<file path="config.mk">
export PLATFORM = sky130hd
export DESIGN_NAME = mem_lsu
export DESIGN_NICKNAME = d
export VERILOG_FILES = /design/src/rtl/mem_lsu_pkg.sv /design/src/rtl/mem_lsu_lane.sv /design/src/rtl/mem_lsu.sv
export SDC_FILE = /design/constraint.sdc
export NUM_CORES = 1
export LEC_CHECK = 0
export CAP_MARGIN = 0
export CORE_AREA = 2 2 119 179
export DETAILED_ROUTE_END_ITERATION = 8
export DIE_AREA = 0 0 121 181
export SLEW_MARGIN = 20
export SYNTH_ARGS = -nofsm -noshare
export SYNTH_HDL_FRONTEND = slang
export SYNTH_HIERARCHICAL = 1
export SYNTH_SLANG_ARGS = --single-unit
</file>
<file path="constraint.sdc">
create_clock -name clk -period 7.6 [get_ports clk]
set_input_delay 1.52 -clock clk [delete_from_list [all_inputs] [get_ports clk]]
set_output_delay 1.52 -clock clk [all_outputs]
set_load 0.01 [all_outputs]
</file>
<file path="src/rtl/mem_lsu_pkg.sv">
// Shared opcodes, access sizes and FSM encoding for the MEM-stage load/store unit.
package mem_lsu_pkg;

    // EX-stage memory op codes
    localparam logic [7:0] EXE_LB_OP  = 8'b1110_0000;
    localparam logic [7:0] EXE_LBU_OP = 8'b1110_0100;
    localparam logic [7:0] EXE_LH_OP  = 8'b1110_0001;
    localparam logic [7:0] EXE_LHU_OP = 8'b1110_0101;
    localparam logic [7:0] EXE_LW_OP  = 8'b1110_0011;
    localparam logic [7:0] EXE_SB_OP  = 8'b1110_1000;
    localparam logic [7:0] EXE_SH_OP  = 8'b1110_1001;
    localparam logic [7:0] EXE_SW_OP  = 8'b1110_1011;

    typedef enum logic [1:0] {
        SZ_BYTE = 2'd0,
        SZ_HALF = 2'd1,
        SZ_WORD = 2'd2
    } lsu_size_e;

    typedef enum logic [1:0] {
        ST_IDLE = 2'd0,
        ST_BUSY = 2'd1,
        ST_DONE = 2'd2
    } lsu_state_e;

endpackage

</file>
<file path="src/rtl/mem_lsu_lane.sv">
// Pure combinational lane logic: op decode, alignment, byte enables,
// store-data replication and load extraction/extension (big-endian lanes).
module mem_lsu_lane
    import mem_lsu_pkg::*;
(
    input  logic [7:0]  i_op,
    input  logic [1:0]  i_off,
    input  logic [31:0] i_rt,
    input  logic [31:0] i_rdata,
    output logic        o_is_mem,
    output logic        o_is_load,
    output logic        o_misal,
    output logic [3:0]  o_sel,
    output logic [31:0] o_sdata,
    output logic [31:0] o_ldata
);

    lsu_size_e   w_size;
    logic        w_signed;
    logic [7:0]  w_byte;
    logic [15:0] w_half;

    // Decode op into memory/load flags, access size and signedness
    always_comb begin
        o_is_mem  = 1'b1;
        o_is_load = 1'b1;
        w_size    = SZ_WORD;
        w_signed  = 1'b0;
        case (i_op)
            EXE_LB_OP:  begin w_size = SZ_BYTE; w_signed = 1'b1; end
            EXE_LBU_OP: w_size = SZ_BYTE;
            EXE_LH_OP:  begin w_size = SZ_HALF; w_signed = 1'b1; end
            EXE_LHU_OP: w_size = SZ_HALF;
            EXE_LW_OP:  w_size = SZ_WORD;
            EXE_SB_OP:  begin w_size = SZ_BYTE; o_is_load = 1'b0; end
            EXE_SH_OP:  begin w_size = SZ_HALF; o_is_load = 1'b0; end
            EXE_SW_OP:  o_is_load = 1'b0;
            default:    begin o_is_mem = 1'b0; o_is_load = 1'b0; end
        endcase
    end

    // Byte enables, replicated store data and alignment check per size
    always_comb begin
        o_sel   = 4'b1111;
        o_sdata = i_rt;
        o_misal = 1'b0;
        case (w_size)
            SZ_BYTE: begin
                o_sel   = 4'b1000 >> i_off;
                o_sdata = {4{i_rt[7:0]}};
            end
            SZ_HALF: begin
                o_sel   = i_off[1] ? 4'b0011 : 4'b1100;
                o_sdata = {2{i_rt[15:0]}};
                o_misal = i_off[0];
            end
            default: o_misal = |i_off;
        endcase
        if (!o_is_mem) o_misal = 1'b0;
    end

    // Pick the addressed byte/half (byte 0 lives in bits 31:24) and extend it
    always_comb begin
        case (i_off)
            2'd0:    w_byte = i_rdata[31:24];
            2'd1:    w_byte = i_rdata[23:16];
            2'd2:    w_byte = i_rdata[15:8];
            default: w_byte = i_rdata[7:0];
        endcase
        w_half = i_off[1] ? i_rdata[15:0] : i_rdata[31:16];
        case (w_size)
            SZ_BYTE: o_ldata = {{24{w_signed & w_byte[7]}}, w_byte};
            SZ_HALF: o_ldata = {{16{w_signed & w_half[15]}}, w_half};
            default: o_ldata = i_rdata;
        endcase
    end

endmodule

</file>
<file path="src/rtl/mem_lsu.sv">
// MEM-stage load/store unit: IDLE/BUSY/DONE req/ack bus FSM with ack timeout,
// stall request while an access is outstanding, and load writeback merge.
module mem_lsu
    import mem_lsu_pkg::*;
#(
    parameter int unsigned TIMEOUT_CYCLES = 255
) (
    input  logic        clk,
    input  logic        rst,
    input  logic [7:0]  aluop_i,
    input  logic [31:0] mem_addr_i,
    input  logic [31:0] reg2_i,
    input  logic [4:0]  wd_i,
    input  logic        wreg_i,
    input  logic [31:0] wdata_i,
    output logic [4:0]  wd_o,
    output logic        wreg_o,
    output logic [31:0] wdata_o,
    output logic        stallreq_o,
    output logic        align_err_o,
    output logic        bus_err_o,
    output logic        mem_req_o,
    output logic        mem_we_o,
    output logic [31:0] mem_addr_o,
    output logic [3:0]  mem_sel_o,
    output logic [31:0] mem_data_o,
    input  logic [31:0] mem_data_i,
    input  logic        mem_ack_i
);

    lsu_state_e  r_state, w_next;
    logic [31:0] r_timer;
    logic        r_req, r_we, r_bus_err;
    logic [31:0] r_addr, r_data, r_rdata;
    logic [3:0]  r_sel;

    logic        w_is_mem, w_is_load, w_misal, w_timeout;
    logic [3:0]  w_sel;
    logic [31:0] w_sdata, w_ldata;

    // Inputs are held by the stall for the whole access, so the live op
    // drives both request formatting and DONE-cycle load extension.
    mem_lsu_lane u_lane (
        .i_op      (aluop_i),
        .i_off     (mem_addr_i[1:0]),
        .i_rt      (reg2_i),
        .i_rdata   (r_rdata),
        .o_is_mem  (w_is_mem),
        .o_is_load (w_is_load),
        .o_misal   (w_misal),
        .o_sel     (w_sel),
        .o_sdata   (w_sdata),
        .o_ldata   (w_ldata)
    );

    // Timer reaches the limit on the last allowed BUSY cycle
    assign w_timeout = (TIMEOUT_CYCLES != 0) && (r_timer == TIMEOUT_CYCLES - 1);

    // State register
    always_ff @(posedge clk) begin
        if (rst) r_state <= ST_IDLE;
        else     r_state <= w_next;
    end

    // Next-state logic; ack takes priority over a coincident timeout
    always_comb begin
        w_next = r_state;
        case (r_state)
            ST_IDLE: if (w_is_mem && !w_misal) w_next = ST_BUSY;
            ST_BUSY: if (mem_ack_i || w_timeout) w_next = ST_DONE;
            default: w_next = ST_IDLE;
        endcase
    end

    // Bus request registers, wait timer, read-data capture and error pulse
    always_ff @(posedge clk) begin
        if (rst) begin
            r_req     <= 1'b0;
            r_we      <= 1'b0;
            r_addr    <= '0;
            r_sel     <= '0;
            r_data    <= '0;
            r_rdata   <= '0;
            r_timer   <= '0;
            r_bus_err <= 1'b0;
        end else begin
            r_bus_err <= 1'b0;
            case (r_state)
                ST_IDLE: if (w_next == ST_BUSY) begin
                    r_req   <= 1'b1;
                    r_we    <= ~w_is_load;
                    r_addr  <= {mem_addr_i[31:2], 2'b00};
                    r_sel   <= w_sel;
                    r_data  <= w_sdata;
                    r_timer <= '0;
                end
                ST_BUSY: begin
                    if (mem_ack_i) begin
                        r_rdata <= mem_data_i;
                        r_req   <= 1'b0;
                    end else if (w_timeout) begin
                        r_req     <= 1'b0;
                        r_bus_err <= 1'b1;
                    end else begin
                        r_timer <= r_timer + 32'd1;
                    end
                end
                default: ;
            endcase
        end
    end

    // Writeback/stall outputs; r_bus_err doubles as the timed-out flag in DONE
    always_comb begin
        wd_o        = wd_i;
        wreg_o      = wreg_i;
        wdata_o     = wdata_i;
        stallreq_o  = 1'b0;
        align_err_o = 1'b0;
        case (r_state)
            ST_IDLE: if (w_is_mem) begin
                wreg_o = 1'b0;
                if (w_misal) align_err_o = 1'b1;
                else         stallreq_o  = 1'b1;
            end
            ST_BUSY: begin
                stallreq_o = 1'b1;
                wreg_o     = 1'b0;
            end
            default: begin
                if (r_bus_err)      wreg_o  = 1'b0;
                else if (w_is_load) wdata_o = w_ldata;
            end
        endcase
    end

    assign bus_err_o  = r_bus_err;
    assign mem_req_o  = r_req;
    assign mem_we_o   = r_we;
    assign mem_addr_o = r_addr;
    assign mem_sel_o  = r_sel;
    assign mem_data_o = r_data;

endmodule
</file>
==> metrics.txt, run 1 <==
Starting Density 0.346; DRC violations left 0; setup TNS 0 ns; worst hold path depth 2; Clk Latency, worst-skew pair ~0.42 ns; first-pass GRT wire length approximately 37 mm; hold endpoint mem_addr_o[16]; Max FO, Critical Path 27; width of the chip between 100 and 150 microns; area grow syn2layout 43.5%; post-CTS setup buffer count 0; post-DR vias/cell 5.12; CTS Sinks between 100 and 150; Max Root-Sink Buffers 2; Die ar. between 20000 and 25000 sq um; Most Frequent Cell on Critical Path clkdlybuf4s50_1; Worst EP required around 6 ns; Placer Congestion 0.858; Post-synth EDFFs 0; HP Class reg2reg; register area share after synthesis 0.385; Worst VDD drop ~0.00014 V; cell family with most CP delay buffers and inverters; initial antenna violation count 1; Top FF cell, synth dfxtp_1; vias 7046; IO buf count around 240; CTS tree yes; worst min-delay path startpoint mem_addr_o[16]; Static Leak 3.56 nW; Tot GR Track Use 0.219; Crit path largest cell delay ~0.90 ns; # hold bufs at CTS 0; final setup margin 1.47 ns; vias in the first global route just under 7000; Clk pwr share 0.479; Flop pwr share 0.412; crit path DAT between 4 and 5 ns; setup violators final 0; Worst-Margin Slew 1.01 ns; period utilization 0.807; Die Span Y ~180 microns; I/O pin total roughly 260; Syn Inst Count around 900; WL per Instance 17.5 microns; Pre-antenna DRT Iters 6; reg2reg setup slack 4.93 ns; NumNets Final 1246; H-tree depth 4; Crit. End Element output pin; mean post-synth cell area 7.73 sq um; count of maximum capacitance violations 0; Worst-path clk slew 0.06 ns; DR iter-0 viols between 400 and 500; sw frac 0.230; Syn Std Cell Area between 7000 and 8000 sq um; # resized after CTS 0; core area between 20000 and 25000 sq um; TritonCTS Buffers 17; CP bufs+invs 4; cell-internal power 1.34 mW; number of synthesized register bits around 140; Setup CP Type in2out; dpl hpwl about 17 mm; worst reg2reg path depth 6; reg2reg start r_state[1]; residual overflow from global routing 0; outcome complete, no violations; largest net degree at the start of global routing 67; asr flop ratio synth 0; CP startpoint kind input pin; post-route clock skew ~0.0076 ns; Reg area 2700 sq um; CP cell instances clkdlybuf4s50_1 -> buf_4 -> inv_1 -> o221ai_1 -> a2111oi_4 -> a21o_2 -> mux2_2 -> clkdlybuf4s50_1; min Tclk post-route 6.13 ns; Crit Reg-Reg Endpoint r_timer[27]; relative slew slack 0.324; # rows 64; Post-Place Setup Slack around 1.5 ns; Ys Warns 6; post-route ant nets 0; Multi-input gate area about 3900 sq um; Hold Fails Final Rpt 0; PwrDens ~170 nW/um^2; Fmax between 0.15 and 0.2 GHz; slowest CP cell a2111oi_4; fraction of layout cells with a size suffix above 1 0.0926; Filler cells roughly 2000; Synth cell types 63; Slew Viols, Final 0; combinational power share 0.109; unrepaired setup endpoints after global routing false; post-detailed-routing wire length between 20 and 25 mm; clk root buf clkbuf_16; P_sw approximately 0.4 mW
-- Yosys cell counts (3+ instances only) --
cell type	n	area share
nor4b_1	3	0.0037
xnor2_1	9	0.011
buf_1	5	0.0027
a221o_1	8	0.011
nor3_1	24	0.017
mux2_2	40	0.064
a211oi_1	6	0.0064
buf_2	10	0.0071
buf_4	15	0.016
o2bb2ai_1	5	0.0062
inv_1	5	0.0027
nor4_1	13	0.012
o211ai_1	6	0.0064
nand2_1	282	0.15
clkbuf_1	46	0.025
and3_1	3	0.0027
a31oi_1	3	0.0027
o21ai_0	28	0.020
and2_1	3	0.0027
o22a_1	3	0.0037
mux4_1	3	0.011
nor2_1	37	0.020
a21o_1	16	0.017
mux2i_1	11	0.016
o21a_1	5	0.0054
nand4_1	5	0.0045
nand3_1	8	0.0057
nor2b_1	6	0.0054
or3_1	7	0.0062
nand2b_1	4	0.0036
dfxtp_1	135	0.39
buf_6	4	0.0064
a21oi_1	106	0.076
or4_2	4	0.0050
-- cells in the final DEF, fill, tap and decap left out, types with 7 or more instances in the layout --
master           netlist  layout
dfxtp_1              135     135
or3_1                  7       7
nor3_1                24      24
nor2_1                37      36
clkbuf_16              0      17
nor4_1                13      13
nand2_1              282     282
mux2_2                40      40
o21ai_0               28      28
a21oi_1              106     106
buf_4                 15      10
mux2i_1               11      11
clkdlybuf4s50_1        0     242
a221o_1                8       8
nand3_1                8       7
a21o_1                16      16
xnor2_1                9       9
-- registers in the layout (all words and copies together) (netlist names) --
register and flops:
mem_addr_o 30, r_rdata 32, mem_req_o 1, bus_err_o 1
mem_we_o 1, mem_sel_o 4, mem_data_o 32, r_state 2
r_timer 32
-- stage by stage --
stage               area (sq um)  power [mW]  utilization  std cells  hold slack (ns)
finish                     10100        1.74        0.497       1377            0.451
global route               10100        1.81        0.497       1377            0.468
CTS                        10100        1.76        0.496       1376            0.454
detailed placement          9460       0.924        0.467       1344            0.446
global placement            9460       0.924        0.467       1344            0.441
floorplan                   7020       0.810            -        908            0.437
-- worst max path at each step --
stage,startpoint,endpoint,slack (ns),cells after the start
detailed placement,mem_addr_i[1],wdata_o[20],1.47,8
finish,mem_addr_i[1],wdata_o[20],1.47,8
CTS,mem_addr_i[1],wdata_o[20],1.47,8
global route,mem_addr_i[1],wdata_o[20],1.28,8
floorplan,mem_addr_i[0],wdata_o[10],3.01,6
global placement,mem_addr_i[1],wdata_o[20],1.52,8
-- metal layers --
layer,up-vias,GRT usage,share of wire
li1,3488,-,-
met1,3267,0.247,0.38
met2,257,0.390,0.53
met3,34,0.0505,0.061
met4,0,0.0926,0.030
met5,-,0,0
-- cells by family (layout without fill, tap and decap cells) --
group | Yosys count | count (layout) | synth area share
simple gates | 419 | 419 | 0.265
compound gates | 199 | 199 | 0.176
flops | 135 | 135 | 0.385
buf+inv | 85 | 289 | 0.0596
mux | 56 | 56 | 0.0976
xor+xnor | 10 | 10 | 0.0125
fa+ha+maj | 2 | 2 | 0.00357
other cells | 1 | 3 | 0.000535
-- power groups by stage --
| stage | Combinational (mW) | Sequential (mW) | Clock, mW |
|---|---|---|---|
| finish | 0.190 | 0.719 | 0.834 |
| CTS | 0.191 | 0.719 | 0.855 |
| detailed placement | 0.190 | 0.734 | 0 |
| floorplan | 0.0738 | 0.736 | 0 |
| global route | 0.205 | 0.719 | 0.883 |
| global placement | 0.189 | 0.734 | 0 |
-- area by class of cell --
type | count | area share
diodes | 1 | 0.000249
clock buffers | 21 | 0.0438
clock inverters | 11 | 0.0150
inverters | 5 | 0.00186
multi-input cells | 688 | 0.390
flip-flops and latches | 135 | 0.268
well taps | 264 | 0.0328
repair buffers | 252 | 0.248
-- worst min-delay path, cell delays in order (launching register included) --
cell,delay [ns]
dfxtp_1,0.31
nand2_1,0.05
a21oi_1,0.05
Note: power is estimated with default switching activity, not from simulation.
==> run 2: changes to the inputs <==
==> constraint.sdc (replaced) <==
create_clock -name clk -period 5.8 [get_ports clk]
set_input_delay 1.16 -clock clk [delete_from_list [all_inputs] [get_ports clk]]
set_output_delay 1.16 -clock clk [all_outputs]
set_load 0.01 [all_outputs]
==> run 2 against run 1 <==
Net effect:
- global-route usage down 0.21 points
- worst setup slack lost 0.58 ns
- via count is 0.74% lower
- hold slack about the same
- first-iteration DRC count down 7.2%
- design area grew 0.65%
- clock-buffer cell count fell by 2
- sequential power rose by 31%
- utilization up 0.32 points
- critical path type unchanged
- critical endpoint is now wdata_o[1]
==> metrics.txt, run 2 (synthesis results as in run 1) <==
Fmax 0.204 GHz; Slew Viols, Final 0; min Tclk post-route 4.91 ns; setup violators final 0; # hold bufs at CTS 0; area grow syn2layout 44.4%; vias in the first global route 6567; Reg area between 2000 and 3000 sq um; fraction of layout cells with a size suffix above 1 0.101; DRC violations left 0; Crit. End Element output pin; width of the chip between 100 and 150 microns; Critical path destination wdata_o[1]; WL per Instance 17.2 microns; Starting Density 0.346; Pre-antenna DRT Iters 5; worst min-delay path startpoint mem_data_o[3]; Clk Latency, worst-skew pair ~0.43 ns; worst setup path start aluop_i[0]; Cells after DPL 1353; Multi-input gate area 3910 sq um; HP Class reg2reg; reg2reg setup slack around 3.4 ns; first-pass GRT wire length about 37 mm; TritonCTS Buffers 17; Filler cells around 2000; I/O pin total ~260; setup TNS 0 ns; crit path DAT approximately 3.8 ns; Worst EP required approximately 4.6 ns; Static Leak between 3 and 4 nW; Placer Congestion 0.836; Die ar. around 22000 sq um; # resized after CTS 0; H-tree depth 4; IO buf count 243; period utilization 0.847; Worst VDD drop roughly 0.00019 V; Max FO, Critical Path 28; outcome complete, no violations; worst reg2reg path depth 6; NumNets Final 1255; Tot GR Track Use 0.217; most frequent cells in the layout nand2_1, clkdlybuf4s50_1, dfxtp_1, a21oi_1, mux2_2; Die Span Y approximately 180 microns; Worst-Margin Slew ~1.0 ns; unrepaired setup endpoints after global routing false; Setup CP Type in2out; PwrDens approximately 230 nW/um^2; DR iter-0 viols between 400 and 500; Hold Fails Final Rpt 0; post-detailed-routing wire length ~24 mm; reg2reg start r_state[1]; vias 6994; most common cell after layout, fill and taps aside nand2_1; initial antenna violation count 3; relative slew slack 0.321; post-route clock skew about 0.01 ns; CP startpoint kind input pin; post-CTS setup buffer count 0; Worst-path clk slew about 0.060 ns; residual overflow from global routing 0; CTS Sinks roughly 140; Max Root-Sink Buffers 2; count of maximum capacitance violations 0; Crit Reg-Reg Endpoint r_timer[15]; largest net degree at the start of global routing 67; CTS tree yes; fin cells 1386; dpl hpwl roughly 18 mm; post-route ant nets 0; clk root buf clkbuf_16; core area 20300 sq um; # rows 64; post-DR vias/cell 5.05
==> run 2: area by class of cell <==
cell class              instances  area share
diodes                          2    0.000494
clock buffers                  19      0.0437
clock inverters                12      0.0152
inverters                       5     0.00185
multi-input cells             688       0.386
flip-flops and latches        135       0.267
well taps                     264      0.0326
repair buffers                261       0.253
==> run 2: metal layers <==
layer  routed length (microns)  vias up  part of all wire  GRT usage
li1                          -     3510                 -          -
met1                      9220     3205              0.39      0.235
met2                     12400      234              0.52      0.379
met3                      1410       45             0.059     0.0625
met4                       858        0             0.036      0.110
met5                         0        -                 0          0
==> run 2: through the flow <==
step / worst slack, ns / util / instance area, sq um / power (mW) / hold WS, ns
global route: 0.687 / 0.500 / 10100 / 2.38 / 0.469
finish: 0.886 / 0.500 / 10100 / 2.29 / 0.451
floorplan: 1.93 / - / 7020 / 1.06 / 0.437
CTS: 0.889 / 0.500 / 10100 / 2.33 / 0.453
detailed placement: 0.902 / 0.470 / 9530 / 1.21 / 0.446
global placement: 0.888 / 0.470 / 9530 / 1.21 / 0.441
==> run 2: power breakdown <==
group / total [mW] / switching (mW) / internal (mW)
registers: 0.941 / 0.00532 / 0.936
clock network: 1.10 / 0.418 / 0.683
logic: 0.251 / 0.102 / 0.149
total: 2.29 / 0.525 / 1.77
==> run 2: worst min-delay path by stage <==
| stage | to | cells past startpoint | slack, ns |
|---|---|---|---|
| 2_1_floorplan | r_rdata[1] | 2 | 0.44 |
| 3_3_place_gp | mem_addr_o[6] | 2 | 0.44 |
| 3_5_place_dp | mem_data_o[19] | 2 | 0.45 |
| 4_1_cts | mem_data_o[19] | 2 | 0.45 |
| 5_1_grt | mem_addr_o[30] | 2 | 0.47 |
| 6_report | mem_data_o[3] | 2 | 0.45 |
==> run 2: worst max-delay path: stages <==
cell             delay [ns]
clkdlybuf4s50_1        0.66
buf_4                  0.44
nor2_1                 0.23
nor3_1                 0.21
a31oi_1                0.07
o22a_1                 0.23
mux2_2                 0.27
clkdlybuf4s50_1        0.47
